## src/rtl/adder_pkg.sv

```systemverilog
// Shared definitions for the pipelined adder/subtractor: mode encoding and
// the elaboration-time parameter legality check.
package adder_pkg;

  localparam logic MODE_ADD = 1'b0;
  localparam logic MODE_SUB = 1'b1;

  // A width/stage pair is usable only when the width splits into equal,
  // non-empty chunks.
  function automatic bit paramsLegal(input int width, input int stages);
    return (stages >= 1) && (stages <= width) && ((width % stages) == 0);
  endfunction

endpackage

```

## src/rtl/adder_chunk.sv

```systemverilog
// Combinational ripple adder for one chunk of the pipelined adder. Besides the
// chunk sum and carry-out it exposes the carry into the chunk MSB, which the
// top chunk uses to form the signed-overflow flag.
module adder_chunk #(
  parameter int WIDTH = 4
) (
  input  logic [WIDTH-1:0] a_i,
  input  logic [WIDTH-1:0] b_i,
  input  logic             cin_i,
  output logic [WIDTH-1:0] sum_o,
  output logic             cout_o,
  output logic             cmsb_o
);

  logic [WIDTH:0] carry;

  assign carry[0] = cin_i;

  for (genvar i = 0; i < WIDTH; i++) begin : gBit
    fulladder uFa (
      .a_i   (a_i[i]),
      .b_i   (b_i[i]),
      .cin_i (carry[i]),
      .sum_o (sum_o[i]),
      .cout_o(carry[i+1])
    );
  end

  assign cout_o = carry[WIDTH];
  assign cmsb_o = carry[WIDTH-1];

endmodule

```

## src/rtl/fulladder.sv

```systemverilog
// One-bit full adder cell, the leaf of every ripple chain in the adder.
module fulladder (
  input  logic a_i,
  input  logic b_i,
  input  logic cin_i,
  output logic sum_o,
  output logic cout_o
);

  // Classic sum/majority-carry equations.
  always_comb begin
    sum_o  = a_i ^ b_i ^ cin_i;
    cout_o = (a_i & b_i) | (a_i & cin_i) | (b_i & cin_i);
  end

endmodule

```

## src/rtl/adder_pipe.sv

```systemverilog
// Pipelined ripple-carry adder/subtractor with valid/ready on both sides.
// The operand is split into STAGES chunks; stage k resolves chunk k using the
// carry registered by stage k-1, while the untouched operand bits and the
// already-resolved sum bits travel alongside. The whole pipe stalls together
// whenever the output holds a result that downstream has not taken.
module adder_pipe
  import adder_pkg::*;
#(
  parameter int WIDTH  = 16,
  parameter int STAGES = 4
) (
  input  logic             clk,
  input  logic             rst,
  input  logic             in_valid,
  output logic             in_ready,
  input  logic [WIDTH-1:0] a,
  input  logic [WIDTH-1:0] b,
  input  logic             cin,
  input  logic             sub,
  output logic             out_valid,
  input  logic             out_ready,
  output logic [WIDTH-1:0] sum,
  output logic             cout,
  output logic             ovf
);

  localparam int CHUNK = WIDTH / STAGES;
  // Operand registers are needed only between stages, never after the last.
  localparam int PIPE  = (STAGES > 1) ? STAGES - 1 : 1;

  if (!paramsLegal(WIDTH, STAGES)) begin : gBadParams
    $error("adder_pipe: WIDTH must be a multiple of STAGES and STAGES in 1..WIDTH");
  end

  logic                          advance;
  logic [WIDTH-1:0]              bEff;
  logic                          cinEff;

  logic [STAGES-1:0]             valid_q, valid_d;
  logic [STAGES-1:0]             carry_q, carry_d;
  logic [STAGES-1:0][WIDTH-1:0]  partSum_q, partSum_d;
  logic [PIPE-1:0][WIDTH-1:0]    opA_q, opA_d;
  logic [PIPE-1:0][WIDTH-1:0]    opB_q, opB_d;
  logic                          ovf_q, ovf_d;

  logic [STAGES-1:0][WIDTH-1:0]  srcA, srcB, srcSum;
  logic [STAGES-1:0]             srcCin, srcValid;
  logic [STAGES-1:0][CHUNK-1:0]  chunkA, chunkB, chunkSum;
  logic [STAGES-1:0]             chunkCout, chunkCmsb;

  // Subtraction is a + ~b + 1, so invert b and force the first carry-in.
  always_comb begin
    bEff   = (sub == MODE_SUB) ? ~b : b;
    cinEff = (sub == MODE_SUB) ? 1'b1 : cin;
  end

  // Global stall: everything moves unless a finished result is being held.
  // Reset forces ready so upstream never sees back-pressure during reset.
  always_comb begin
    advance  = !valid_q[STAGES-1] | out_ready;
    in_ready = advance | rst;
  end

  // Gather each stage's inputs (from the ports for stage 0, otherwise from
  // the previous stage registers) and cut out the chunk this stage resolves.
  always_comb begin
    srcA     = '0;
    srcB     = '0;
    srcSum   = '0;
    srcCin   = '0;
    srcValid = '0;
    chunkA   = '0;
    chunkB   = '0;
    chunkCin_loop: for (int k = 0; k < STAGES; k++) begin
      int p;
      p = (k == 0) ? 0 : k - 1;
      if (k == 0) begin
        srcA[k]     = a;
        srcB[k]     = bEff;
        srcSum[k]   = '0;
        srcCin[k]   = cinEff;
        srcValid[k] = in_valid;
      end else begin
        srcA[k]     = opA_q[p];
        srcB[k]     = opB_q[p];
        srcSum[k]   = partSum_q[p];
        srcCin[k]   = carry_q[p];
        srcValid[k] = valid_q[p];
      end
      chunkA[k] = CHUNK'(srcA[k] >> (k * CHUNK));
      chunkB[k] = CHUNK'(srcB[k] >> (k * CHUNK));
    end
  end

  for (genvar k = 0; k < STAGES; k++) begin : gStage
    adder_chunk #(.WIDTH(CHUNK)) uChunk (
      .a_i   (chunkA[k]),
      .b_i   (chunkB[k]),
      .cin_i (srcCin[k]),
      .sum_o (chunkSum[k]),
      .cout_o(chunkCout[k]),
      .cmsb_o(chunkCmsb[k])
    );
  end

  // Build each stage's next register contents: merge the freshly resolved
  // chunk into the running sum and forward the operands for later stages.
  always_comb begin
    valid_d   = '0;
    carry_d   = '0;
    partSum_d = '0;
    opA_d     = '0;
    opB_d     = '0;
    for (int k = 0; k < STAGES; k++) begin
      int q;
      q = (k < PIPE) ? k : PIPE - 1;
      valid_d[k]                      = srcValid[k];
      carry_d[k]                      = chunkCout[k];
      partSum_d[k]                    = srcSum[k];
      partSum_d[k][k*CHUNK +: CHUNK]  = chunkSum[k];
      if (k < STAGES - 1) begin
        opA_d[q] = srcA[k];
        opB_d[q] = srcB[k];
      end
    end
    ovf_d = chunkCmsb[STAGES-1] ^ chunkCout[STAGES-1];
  end

  // Stage registers: cleared by reset, loaded together on advance, frozen
  // during a stall.
  always_ff @(posedge clk) begin
    if (rst) begin
      valid_q   <= '0;
      carry_q   <= '0;
      partSum_q <= '0;
      opA_q     <= '0;
      opB_q     <= '0;
      ovf_q     <= 1'b0;
    end else if (advance) begin
      valid_q   <= valid_d;
      carry_q   <= carry_d;
      partSum_q <= partSum_d;
      opA_q     <= opA_d;
      opB_q     <= opB_d;
      ovf_q     <= ovf_d;
    end
  end

  assign out_valid = valid_q[STAGES-1];
  assign sum       = partSum_q[STAGES-1];
  assign cout      = carry_q[STAGES-1];
  assign ovf       = ovf_q;

endmodule

```

## config.mk

```make
export PLATFORM = sky130hd
export DESIGN_NAME = adder_pipe
export DESIGN_NICKNAME = d
export VERILOG_FILES = /design/src/rtl/adder_pkg.sv /design/src/rtl/adder_chunk.sv /design/src/rtl/fulladder.sv /design/src/rtl/adder_pipe.sv
export SDC_FILE = /design/constraint.sdc
export NUM_CORES = 1
export LEC_CHECK = 0
export ABC_AREA = 1
export BUFFER_PORTS_ARGS = -buffer_cell sky130_fd_sc_hd__buf_4
export CORE_MARGIN = 1.5
export CORE_UTILIZATION = 55
export CTS_CLUSTER_SIZE = 10
export DETAILED_ROUTE_END_ITERATION = 10
export PLACE_DENSITY = 0.84
export SYNTH_ARGS = -nofsm -noshare
export SYNTH_HDL_FRONTEND = slang
export SYNTH_SLANG_ARGS = --single-unit
```

## constraint.sdc

```tcl
create_clock -name clk -period 3.3 [get_ports clk]
set_input_delay 0.825 -clock clk [delete_from_list [all_inputs] [get_ports clk]]
set_output_delay 0.825 -clock clk [all_outputs]
set_load 0.02 [all_outputs]
```

==> results.py, run 1 <==
metrics = {
    "final_layout": {
        "fin_util_pct": 65.07,
        "design_area_um2": 4976,
        "syn2layout_area_growth_pct": 15.44,
        "fin_nets": 655,
        "insertedDiodeCount": 0,
        "drive_gt1_share_pct": 13.37,
    },
    "worst_setup_path": {
        "cp_max_fo": 18,
        "reg2reg_setup_slack_ns": 0.97,
        "r2r-start": "chunkA[12]$_SDFFE_PP0P_",
        "cp-start-kind": "primary input",
        "cp-end-kind": "register",
        "rr_worst_depth": 10,
        "r2r_end": "sum[15]$_SDFFE_PP0P_",
        "critPathRequiredTime_ns": 3.57,
        "cp.arrival_ns": 2.90,
        "critPathLaunch": "sub",
        "worstSetupPathType": "in -> reg",
    },
    "logic_synthesis": {
        "synth_top_family_by_area": "simple AND/OR/NAND/NOR gates",
        "synth_fa_ha_area_share_pct": 7.431,
        "synth_area_um2": 4310,
        "yosysSeqAreaShare_pct": 45.05,
        "synth_mux_area_share_pct": 0,
        "yosys_warnings": 0,
        "synth_compound_area_share_pct": 12.13,
        "ys.flop_type": "dfxtp_1",
        "syn_inst": 563,
        "synthXorXnorAreaFrac_pct": 0.8128,
        "ys_types": 18,
        "synth_fp_nets": 617,
        "ys_ff_latch": 97,
        "synth-simple-area-share_pct": 26.30,
        "async_reset_ff_share_pct": 0,
        "synth_edf_count": 0,
        "synth.avg_cell_area_um2": 7.656,
    },
    "sta": {
        "fin_crit_ns": 2.635,
        "fin_crit_sh_pct": 79.84,
        "holdWs_ns": 0.4829,
        "max_slew_margin_pct": 30.01,
        "tns_ns": 0,
        "report.final.setup_viol": 0,
        "grt_setup_unrepaired": "no",
        "drv_slew": 0,
        "clock.fmax_mhz": 379.6,
        "worst_clock_skew_ns": 0.008319,
        "hold_viol": 0,
        "worst_pin_slew_ns": 1.050,
    },
    "placed_design": {
        "dpl-instance-area_um2": 4746,
        "globalplace.congestion": 0.7419,
        "io_buffers": 57,
        "dpl.hpwl_um": 4976,
    },
    "grt": {
        "grt_max_degree": 111,
        "grtUsageTotal_pct": 20.35,
        "grt_pass1_wl_um": 13720,
        "grt_overflow": 0,
        "grt_pass1_vias": 3204,
        "antenna_found_initial": 0,
    },
    "cts": {
        "ctsHoldBuffers": 0,
        "ctsRootBufferMaster": "clkbuf_8",
        "cts.sinks": 97,
        "clk_pin_slew_worst_paths_ns": 0.09,
        "cts_resized": 0,
        "cts_tree": "built",
        "cts_made_buffers": 9,
        "cts-htree-levels": 3,
        "cts_max_path_buffers": 2,
        "postCtsSetupBuffers": 0,
        "clk_latency_ns": 0.36,
    },
    "run_status": {
        "status": "finished, final reports clean",
    },
    "power_and_ir_drop": {
        "power_density_nw_per_um2": 503.7,
        "power_leakage_uw": 0.002264,
        "ir_drop_mv": 0.2589,
    },
    "drt": {
        "vias_per_cell": 4.760,
        "wl_um": 7856,
        "drtIter0Drc": 195,
        "firstDrtPassIters": 4,
        "vias": 3370,
        "drc": 0,
        "avgRoutedWirePerCell_um": 11.10,
        "postRouteAntennaNets": 0,
    },
    "floorplanning": {
        "die_y_um": 91.53,
        "core_area_um2": 7647,
        "die_area_um2": 8377,
        "boundaryPins": 58,
        "fp-row-count": 32,
        "initial_core_util_pct": 56.36,
        "fp.dieW_um": 91.53,
    },
    "min_path": {
        "hold_class": "reg -> reg",
        "hold_end": "opB_d[44]$_SDFFE_PP0P_",
        "min_path_cells": 2,
        "holdCritStartpoint": "opB_d[28]$_SDFFE_PP0P_",
    },
    "flow_run": {
        "cap_violations": 0,
    },
}
==> logic make-up after synthesis <==
kind of cell,count (synthesis)
buf+inv,87
flops,97
xor+xnor,4
simple gates,289
fa+ha+maj,16
compound gates,70
==> flip-flops by register name (all words and copies together), names as in the netlist <==
register and flops:
valid_q 4, opB_d 12, chunkA 12, partSum_d 24
ovf 1, chunkB 12, sum 16, carry_q 4
opA_d 12
==> area by class of cell <==
class / count / area [um2]
Tap cell: 102 / 127.6
Inverter: 53 / 198.9
Multi-Input combinational cell: 379 / 2019
Clock inverter: 4 / 75.07
Sequential cell: 97 / 1942
Clock buffer: 12 / 155.1
Timing Repair Buffer: 61 / 457.9
Fill cell: 662 / 2671
==> worst max-delay path, cell delays in order <==
cell and delay (ns):
buf_4 0.21, xor2_1 0.22, fa_1 0.19, inv_1 0.05, fa_1 0.37, fa_1 0.36, inv_1 0.08, fa_1 0.41
nor2_1 0.11, nor2_1 0.06
==> cell usage in the layout (no fill, tap or decap) <==
cell	instances
or2_2	1
buf_4	61
clkbuf_1	1
bufinv_16	2
inv_1	51
nor2_1	192
o21bai_1	69
xor2_1	2
nor2_4	1
nand3_1	2
inv_2	2
clkbuf_8	11
dfxtp_1	97
xnor2_1	2
clkinvlp_4	2
nand2_1	81
a21oi_1	1
nand2_2	1
fa_1	16
nand3b_1	11
==> report_power, final <==
group	leakage [uW]	total [uW]	switching [uW]	internal (uW)
logic	0.00136	339	180	159
clock network	0.000109	865	397	468
registers	0.000798	1300	45.1	1260
==> metrics by stage <==
stage	setup WS (ns)	total power (uW)	std cells
finish	0.6654	2506	708
global route	0.5289	2639	708
CTS	0.6873	2523	708
detailed placement	0.2904	1668	692
global placement	0.3441	1655	692
floorplan	0.2455	1561	563
==> routing by layer <==
metal	track usage, %	wire, um	vias up
met5	0	0	-
met2	33.77	3694	53
met1	25.94	3756	1525
met4	7.813	132	0
li1	-	-	1780
met3	4.271	273	12
==> worst max-delay path by stage <==
stage          slack (ns)                          to
2_1_floorplan        0.25  partSum_d[19]$_SDFFE_PP0P_
3_3_place_gp         0.34  partSum_d[19]$_SDFFE_PP0P_
3_5_place_dp         0.29  partSum_d[19]$_SDFFE_PP0P_
4_1_cts              0.69  partSum_d[19]$_SDFFE_PP0P_
5_1_grt              0.53  partSum_d[19]$_SDFFE_PP0P_
6_report             0.67  partSum_d[19]$_SDFFE_PP0P_
==> Yosys cell counts (3+ instances only) <==
cell type	number	area share, %
buf_1	3	0.26
buf_2	9	1.0
buf_4	5	0.87
clkbuf_1	17	1.5
dfxtp_1	97	45
fa_1	16	7.4
inv_1	51	4.4
nand2_1	82	7.1
nand3b_1	11	1.9
nor2_1	192	17
o21bai_1	69	12
Note: power is estimated with default switching activity, not from simulation.
==> run 2, diff against run 1 <==
--- a/config.mk
+++ b/config.mk
@@ -8,10 +8,10 @@
 export ABC_AREA = 1
 export BUFFER_PORTS_ARGS = -buffer_cell sky130_fd_sc_hd__buf_4
 export CORE_MARGIN = 1.5
-export CORE_UTILIZATION = 55
+export CORE_UTILIZATION = 52
 export CTS_CLUSTER_SIZE = 10
 export DETAILED_ROUTE_END_ITERATION = 10
-export PLACE_DENSITY = 0.84
+export PLACE_DENSITY = 0.83
 export SYNTH_ARGS = -nofsm -noshare
 export SYNTH_HDL_FRONTEND = slang
 export SYNTH_SLANG_ARGS = --single-unit
==> constraint.sdc (replaced) <==
create_clock -name clk -period 2.2 [get_ports clk]
set_input_delay 0.55 -clock clk [delete_from_list [all_inputs] [get_ports clk]]
set_output_delay 0.55 -clock clk [all_outputs]
set_load 0.02 [all_outputs]
==> run 2 against run 1 <==
Hold slack lost 0.077 ns. Via count increased by 1.7%. Critical path depth unchanged. Die area grew 5.6%. Total power increased by 49%. Register-to-register slack worse by 0.88 ns. Clock power up 46%. Worst setup slack worse by 0.57 ns. Sequential share of layout area fell by 0.64 points. Combinational power is 55% higher. Cell count is 0.71% higher. Critical endpoint is now sum[15]$_SDFFE_PP0P_.
==> results.py, run 2 (synthesis results as in run 1) <==
metrics = {
    "grt": {
        "antenna_found_initial": 0,
        "grt_overflow": 0,
        "grt_max_degree": 111,
        "grtUsageTotal_pct": 20.09,
        "grt_pass1_wl_um": 14080,
        "grt_pass1_vias": 3307,
    },
    "cts": {
        "cts_made_buffers": 9,
        "ctsHoldBuffers": 0,
        "ctsRootBufferMaster": "clkbuf_8",
        "clk_latency_ns": 0.36,
        "cts_tree": "built",
        "cts-htree-levels": 3,
        "clk_pin_slew_worst_paths_ns": 0.09,
        "cts.sinks": 97,
        "cts_max_path_buffers": 2,
    },
    "worst_setup_path": {
        "cp-end-kind": "register",
        "cp.arrival_ns": 2.41,
        "r2r-start": "chunkB[12]$_SDFFE_PP0P_",
        "worstSetupPathType": "reg -> reg",
        "cpPeakStageDelay_ns": 0.42,
        "path_common_cell": "fa_2",
        "crit_chain": "inv_1, fa_2, inv_2, fa_2, fa_2, inv_2, fa_2, inv_1, nor2_1, nor2_1",
        "rr_worst_depth": 10,
        "worst_path_max_delay_cell": "fa_2",
        "critPathBufInv": 4,
        "cp_max_fo": 2,
        "cp-start-kind": "register",
        "r2r_end": "sum[15]$_SDFFE_PP0P_",
        "cp_top_family": "adder cells",
        "critPathRequiredTime_ns": 2.50,
        "reg2reg_setup_slack_ns": 0.09,
    },
    "final_layout": {
        "insertedDiodeCount": 0,
        "n_fill_cell": 708,
        "syn2layout_area_growth_pct": 17.45,
        "largest_register_ffs": 24,
        "drive_gt1_share_pct": 18.59,
        "layout_commonest_cell": "nor2_1",
        "mostFrequentLayoutCells": "nor2_1 (192), dfxtp_1 (96), nand2_1 (81)",
        "fin_nets": 658,
        "final_cells": 713,
        "regArea_um2": 1943,
        "multi_input_area_um2": 2062,
        "design_area_um2": 5062,
    },
    "placed_design": {
        "globalplace.congestion": 0.7321,
        "dpl-instance-area_um2": 4815,
        "dpl.hpwl_um": 5142,
        "io_buffers": 57,
        "place_inst": 698,
    },
    "sta": {
        "worst_pin_slew_ns": 0.5760,
        "report.final.setup_viol": 0,
        "clock.fmax_mhz": 474.5,
        "max_slew_margin_pct": 61.60,
        "grt_setup_unrepaired": "no",
        "fin_crit_sh_pct": 95.80,
        "hold_viol": 0,
        "tns_ns": 0,
        "drv_slew": 0,
        "fin_crit_ns": 2.108,
        "worst_clock_skew_ns": 0.009176,
    },
    "min_path": {
        "holdCritStartpoint": "a[12]",
        "hold_end": "opA_d[28]$_SDFFE_PP0P_",
        "hold_class": "in -> reg",
        "min_path_cells": 3,
    },
    "floorplanning": {
        "die_y_um": 94.05,
        "core_area_um2": 8134,
        "die_area_um2": 8844,
        "fp-row-count": 33,
        "fp.dieW_um": 94.05,
        "initial_core_util_pct": 52.99,
        "boundaryPins": 58,
    },
    "power_and_ir_drop": {
        "power_leakage_uw": 0.002272,
        "ir_drop_mv": 0.3202,
        "power_density_nw_per_um2": 738.3,
    },
    "flow_run": {
        "cap_violations": 0,
    },
    "drt": {
        "drc": 0,
        "vias_per_cell": 4.808,
        "avgRoutedWirePerCell_um": 11.30,
        "postRouteAntennaNets": 0,
        "wl_um": 8056,
        "vias": 3428,
        "drtIter0Drc": 159,
        "firstDrtPassIters": 4,
    },
    "run_status": {
        "status": "finished, final reports clean",
    },
}
## run 2: cell count changes in the layout (fill, tap and decap cells not counted), sizes merged
cell,before,now
clkinv,0,1
buf,61,64
clkbuf,12,10
## run 2: worst max path at each step
stage	from	end	slack, ns	depth (start not counted)
2_1_floorplan	sub	partSum_d[19]$_SDFFE_PP0P_	-0.34	11
3_3_place_gp	sub	partSum_d[19]$_SDFFE_PP0P_	-0.31	10
3_5_place_dp	sub	partSum_d[19]$_SDFFE_PP0P_	-0.38	10
4_1_cts	chunkA[12]$_SDFFE_PP0P_	sum[15]$_SDFFE_PP0P_	0.01	10
5_1_grt	chunkB[12]$_SDFFE_PP0P_	sum[15]$_SDFFE_PP0P_	0.002	10
6_report	chunkB[12]$_SDFFE_PP0P_	sum[15]$_SDFFE_PP0P_	0.09	10
## run 2: cell type report
class / count / area share [%]
Inverter: 53 / 3.930
Tap cell: 105 / 2.595
Sequential cell: 97 / 38.38
Multi-Input combinational cell: 379 / 40.73
Clock buffer: 10 / 2.719
Timing Repair Buffer: 64 / 10.06
Clock inverter: 5 / 1.582
## run 2: layer usage
| layer | track usage, % | part of all wire [%] |
|---|---|---|
| met5 | 0 | 0 |
| met2 | 35.27 | 48 |
| met4 | 6.716 | 1.6 |
| met3 | 4.207 | 3.4 |
| met1 | 24.41 | 47 |
## run 2: power breakdown
group | internal, uW | switching, uW | leakage [uW]
combinational | 249 | 278 | 0.00137
clock | 663 | 592 | 0.000104
sequential | 1890 | 69.0 | 0.000798
## run 2: through the flow
step | hold WS [ns] | worst slack, ns | utilization [%] | power [uW]
3_5_place_dp | 0.4582 | -0.3787 | 59.19 | 2515
6_report | 0.4056 | 0.09230 | 62.24 | 3737
4_1_cts | 0.4003 | 0.01183 | 62.07 | 3765
2_1_floorplan | 0.4359 | -0.3389 | - | 2351
3_3_place_gp | 0.4600 | -0.3120 | 59.19 | 2492
5_1_grt | 0.4063 | 0.001973 | 62.24 | 3924
## run 2: repair_timing
item	in CTS	in global routing
cloned	0	0
endpoints found under the setup margin	4	6
pin swaps	1	10
buffers inserted	0	0
gates resized for setup	12	12
## run 2: worst register-to-register path: cells and delay by family, from the launching register on
family        cells  cell delay (ns)
fa+ha+maj         4             1.34
flops             1             0.31
buf+inv           4             0.27
simple gates      2             0.14
==> run 3, diff against run 2 <==
--- a/config.mk
+++ b/config.mk
@@ -8,10 +8,10 @@
 export ABC_AREA = 1
 export BUFFER_PORTS_ARGS = -buffer_cell sky130_fd_sc_hd__buf_4
 export CORE_MARGIN = 1.5
-export CORE_UTILIZATION = 52
+export CORE_UTILIZATION = 55
 export CTS_CLUSTER_SIZE = 10
 export DETAILED_ROUTE_END_ITERATION = 10
-export PLACE_DENSITY = 0.83
+export PLACE_DENSITY = 0.84
 export SYNTH_ARGS = -nofsm -noshare
 export SYNTH_HDL_FRONTEND = slang
 export SYNTH_SLANG_ARGS = --single-unit
==> constraint.sdc (replaced) <==
create_clock -name clk -period 2.07 [get_ports clk]
set_input_delay 0.5175 -clock clk [delete_from_list [all_inputs] [get_ports clk]]
set_output_delay 0.5175 -clock clk [all_outputs]
set_load 0.02 [all_outputs]
==> run 3 against run 2 <==
The run now ends with setup timing left. Global-route usage rose by 1.2 points. Sequential share of layout area down 0.95 points. Highest routed layer unchanged. Routed wire length increased by 3.3%. Via count rose by 1.2%. Worst setup slack got worse by 0.12 ns. Clock power grew 14%. Hold slack worse by 0.017 ns. Sequential power is 6% higher. Largest cell class unchanged.
==> results.py, run 3 (synthesis results as in run 1) <==
metrics = {
    "run_status": {
        "status": "finished, violations left",
        "violations": "setup timing",
    },
    "sta": {
        "worst_clock_skew_ns": 0.008159,
        "clock.fmax_mhz": 475.8,
        "fin_crit_ns": 2.102,
        "drv_slew": 0,
        "worst_pin_slew_ns": 0.4806,
        "worst_slack_ns": -0.03182,
        "hold_viol": 0,
        "holdWs_ns": 0.3886,
        "fin_crit_sh_pct": 101.5,
        "grt_setup_unrepaired": "yes",
        "max_slew_margin_pct": 67.84,
        "report.final.setup_viol": 4,
    },
    "worst_setup_path": {
        "critPathLaunch": "sub",
        "rr_worst_depth": 10,
        "reg2reg_setup_slack_ns": -0.03,
        "cpPeakStageDelay_ns": 0.39,
        "cp.arrival_ns": 2.35,
        "worstSetupPathType": "in -> reg",
        "r2r_end": "sum[15]$_SDFFE_PP0P_",
        "cp_max_fo": 6,
        "cp-end-kind": "register",
        "endpoint": "partSum_d[19]$_SDFFE_PP0P_",
        "worst_path_max_delay_cell": "fa_1",
        "crit_chain": "buf_12, xor2_4, fa_2, inv_2, fa_2, fa_2, inv_2, fa_1, nor2_1, nor2_1",
        "critPathRequiredTime_ns": 2.32,
        "r2r-start": "carry_q[2]$_SDFFE_PP0P_",
        "cp-start-kind": "primary input",
        "path_common_cell": "fa_2",
    },
    "drt": {
        "wl_um": 8325,
        "postRouteAntennaNets": 0,
        "vias_per_cell": 4.806,
        "firstDrtPassIters": 4,
        "drtIter0Drc": 151,
        "avgRoutedWirePerCell_um": 11.53,
        "vias": 3470,
        "drc": 0,
    },
    "power_and_ir_drop": {
        "power_frac_comb_pct": 14.3,
        "power_leakage_uw": 0.002352,
        "seqPwrFrac_pct": 50.6,
        "power_density_nw_per_um2": 790.0,
        "p_int_uw": 3115,
        "power.switching_uw": 995.7,
        "ir_drop_mv": 0.3707,
        "switching_share_pct": 24.22,
        "clkPwrFrac_pct": 35.1,
    },
    "floorplanning": {
        "die_y_um": 91.53,
        "fp-row-count": 32,
        "die_area_um2": 8377,
        "initial_core_util_pct": 56.36,
        "core_area_um2": 7647,
        "boundaryPins": 58,
        "fp.dieW_um": 91.53,
    },
    "final_layout": {
        "largest_register_ffs": 24,
        "mostFrequentLayoutCells": "nor2_1 (191), dfxtp_1 (92), nand2_1 (81)",
        "drive_gt1_share_pct": 21.13,
        "layout_commonest_cell": "nor2_1",
        "insertedDiodeCount": 0,
        "fin_nets": 669,
        "syn2layout_area_growth_pct": 20.73,
    },
    "cts": {
        "cts_made_buffers": 9,
        "ctsHoldBuffers": 0,
        "cts.sinks": 97,
        "clk_pin_slew_worst_paths_ns": 0.09,
        "clk_latency_ns": 0.35,
        "cts_tree": "built",
        "cts_max_path_buffers": 2,
        "cts-htree-levels": 3,
        "ctsRootBufferMaster": "clkbuf_8",
    },
    "placed_design": {
        "dpl.hpwl_um": 5599,
        "io_buffers": 57,
        "globalplace.congestion": 0.7611,
        "pre_cts_slack_ns": -0.4572,
    },
    "flow_run": {
        "cap_violations": 0,
    },
    "grt": {
        "grt_pass1_vias": 3369,
        "grt_max_degree": 98,
        "grt_overflow": 0,
        "grtUsageTotal_pct": 21.26,
        "antenna_found_initial": 0,
        "grt_pass1_wl_um": 14360,
    },
    "min_path": {
        "hold_class": "in -> reg",
    },
}
==> run 3: routing by layer <==
layer | global-route usage, % | routed length, um
met1 | 25.39 | 3706
met2 | 38.31 | 4216
met3 | 3.769 | 365
met4 | 7.031 | 37
met5 | 0 | 0
==> run 3: through the flow <==
step | utilization, % | instances | setup TNS [ns] | instance area, um2 | total power, uW
final | 68.05 | 722 | -0.07065 | 5204 | 4111
after global routing | 68.05 | 722 | -0.4970 | 5204 | 4315
after CTS | 67.74 | 721 | -0.07941 | 5180 | 4136
after detailed placement | 64.09 | 704 | -1.383 | 4901 | 2691
after global placement | 64.09 | 704 | -0.9864 | 4901 | 2660
after floorplan | - | 563 | -0.9103 | 4358 | 2500
==> run 3: timing repair <==
action,CTS,global route
setup buffers,1,1
gates resized for setup,21,6
endpoints found under the hold margin,0,0
setup endpoints to repair,6,7
pin swaps,13,11
==> run 3: power by group through the flow <==
stage          Sequential (uW)  Combinational (uW)  Clock (uW)
2_1_floorplan             2130                 373           0
3_3_place_gp              2110                 547           0
3_5_place_dp              2120                 573           0
4_1_cts                   2080                 586        1470
5_1_grt                   2100                 664        1550
6_report                  2080                 588        1440
==> run 3: worst min path at each step <==
| stage | cells past startpoint | from | endpoint | slack, ns |
|---|---|---|---|---|
| detailed placement | 2 | valid_q[2]$_SDFFE_PP0P_ | valid_q[3]$_SDFFE_PP0P_ | 0.46 |
| CTS | 3 | a[13] | opA_d[29]$_SDFFE_PP0P_ | 0.37 |
| finish | 3 | a[13] | opA_d[29]$_SDFFE_PP0P_ | 0.39 |
| global route | 3 | a[12] | opA_d[28]$_SDFFE_PP0P_ | 0.38 |
| floorplan | 2 | valid_q[2]$_SDFFE_PP0P_ | valid_q[3]$_SDFFE_PP0P_ | 0.44 |
| global placement | 2 | opB_d[31]$_SDFFE_PP0P_ | opB_d[47]$_SDFFE_PP0P_ | 0.46 |
==> run 3: cell type report <==
type,count,area (um2)
clock buffers,10,137.6
clock inverters,6,105.1
fillers,613,2444
inverters,53,198.9
multi-input cells,379,2073
flip-flops and latches,97,1948
well taps,102,127.6
repair buffers,75,613.1
==> run 3: worst max-delay path: cells and delay by family <==
family                     cells  cell delay (ns)
xor gates and xnor gates       1             0.16
adders and majority gates      4             1.28
buffers and inverters          3             0.22
and+or+nand+nor                2             0.17
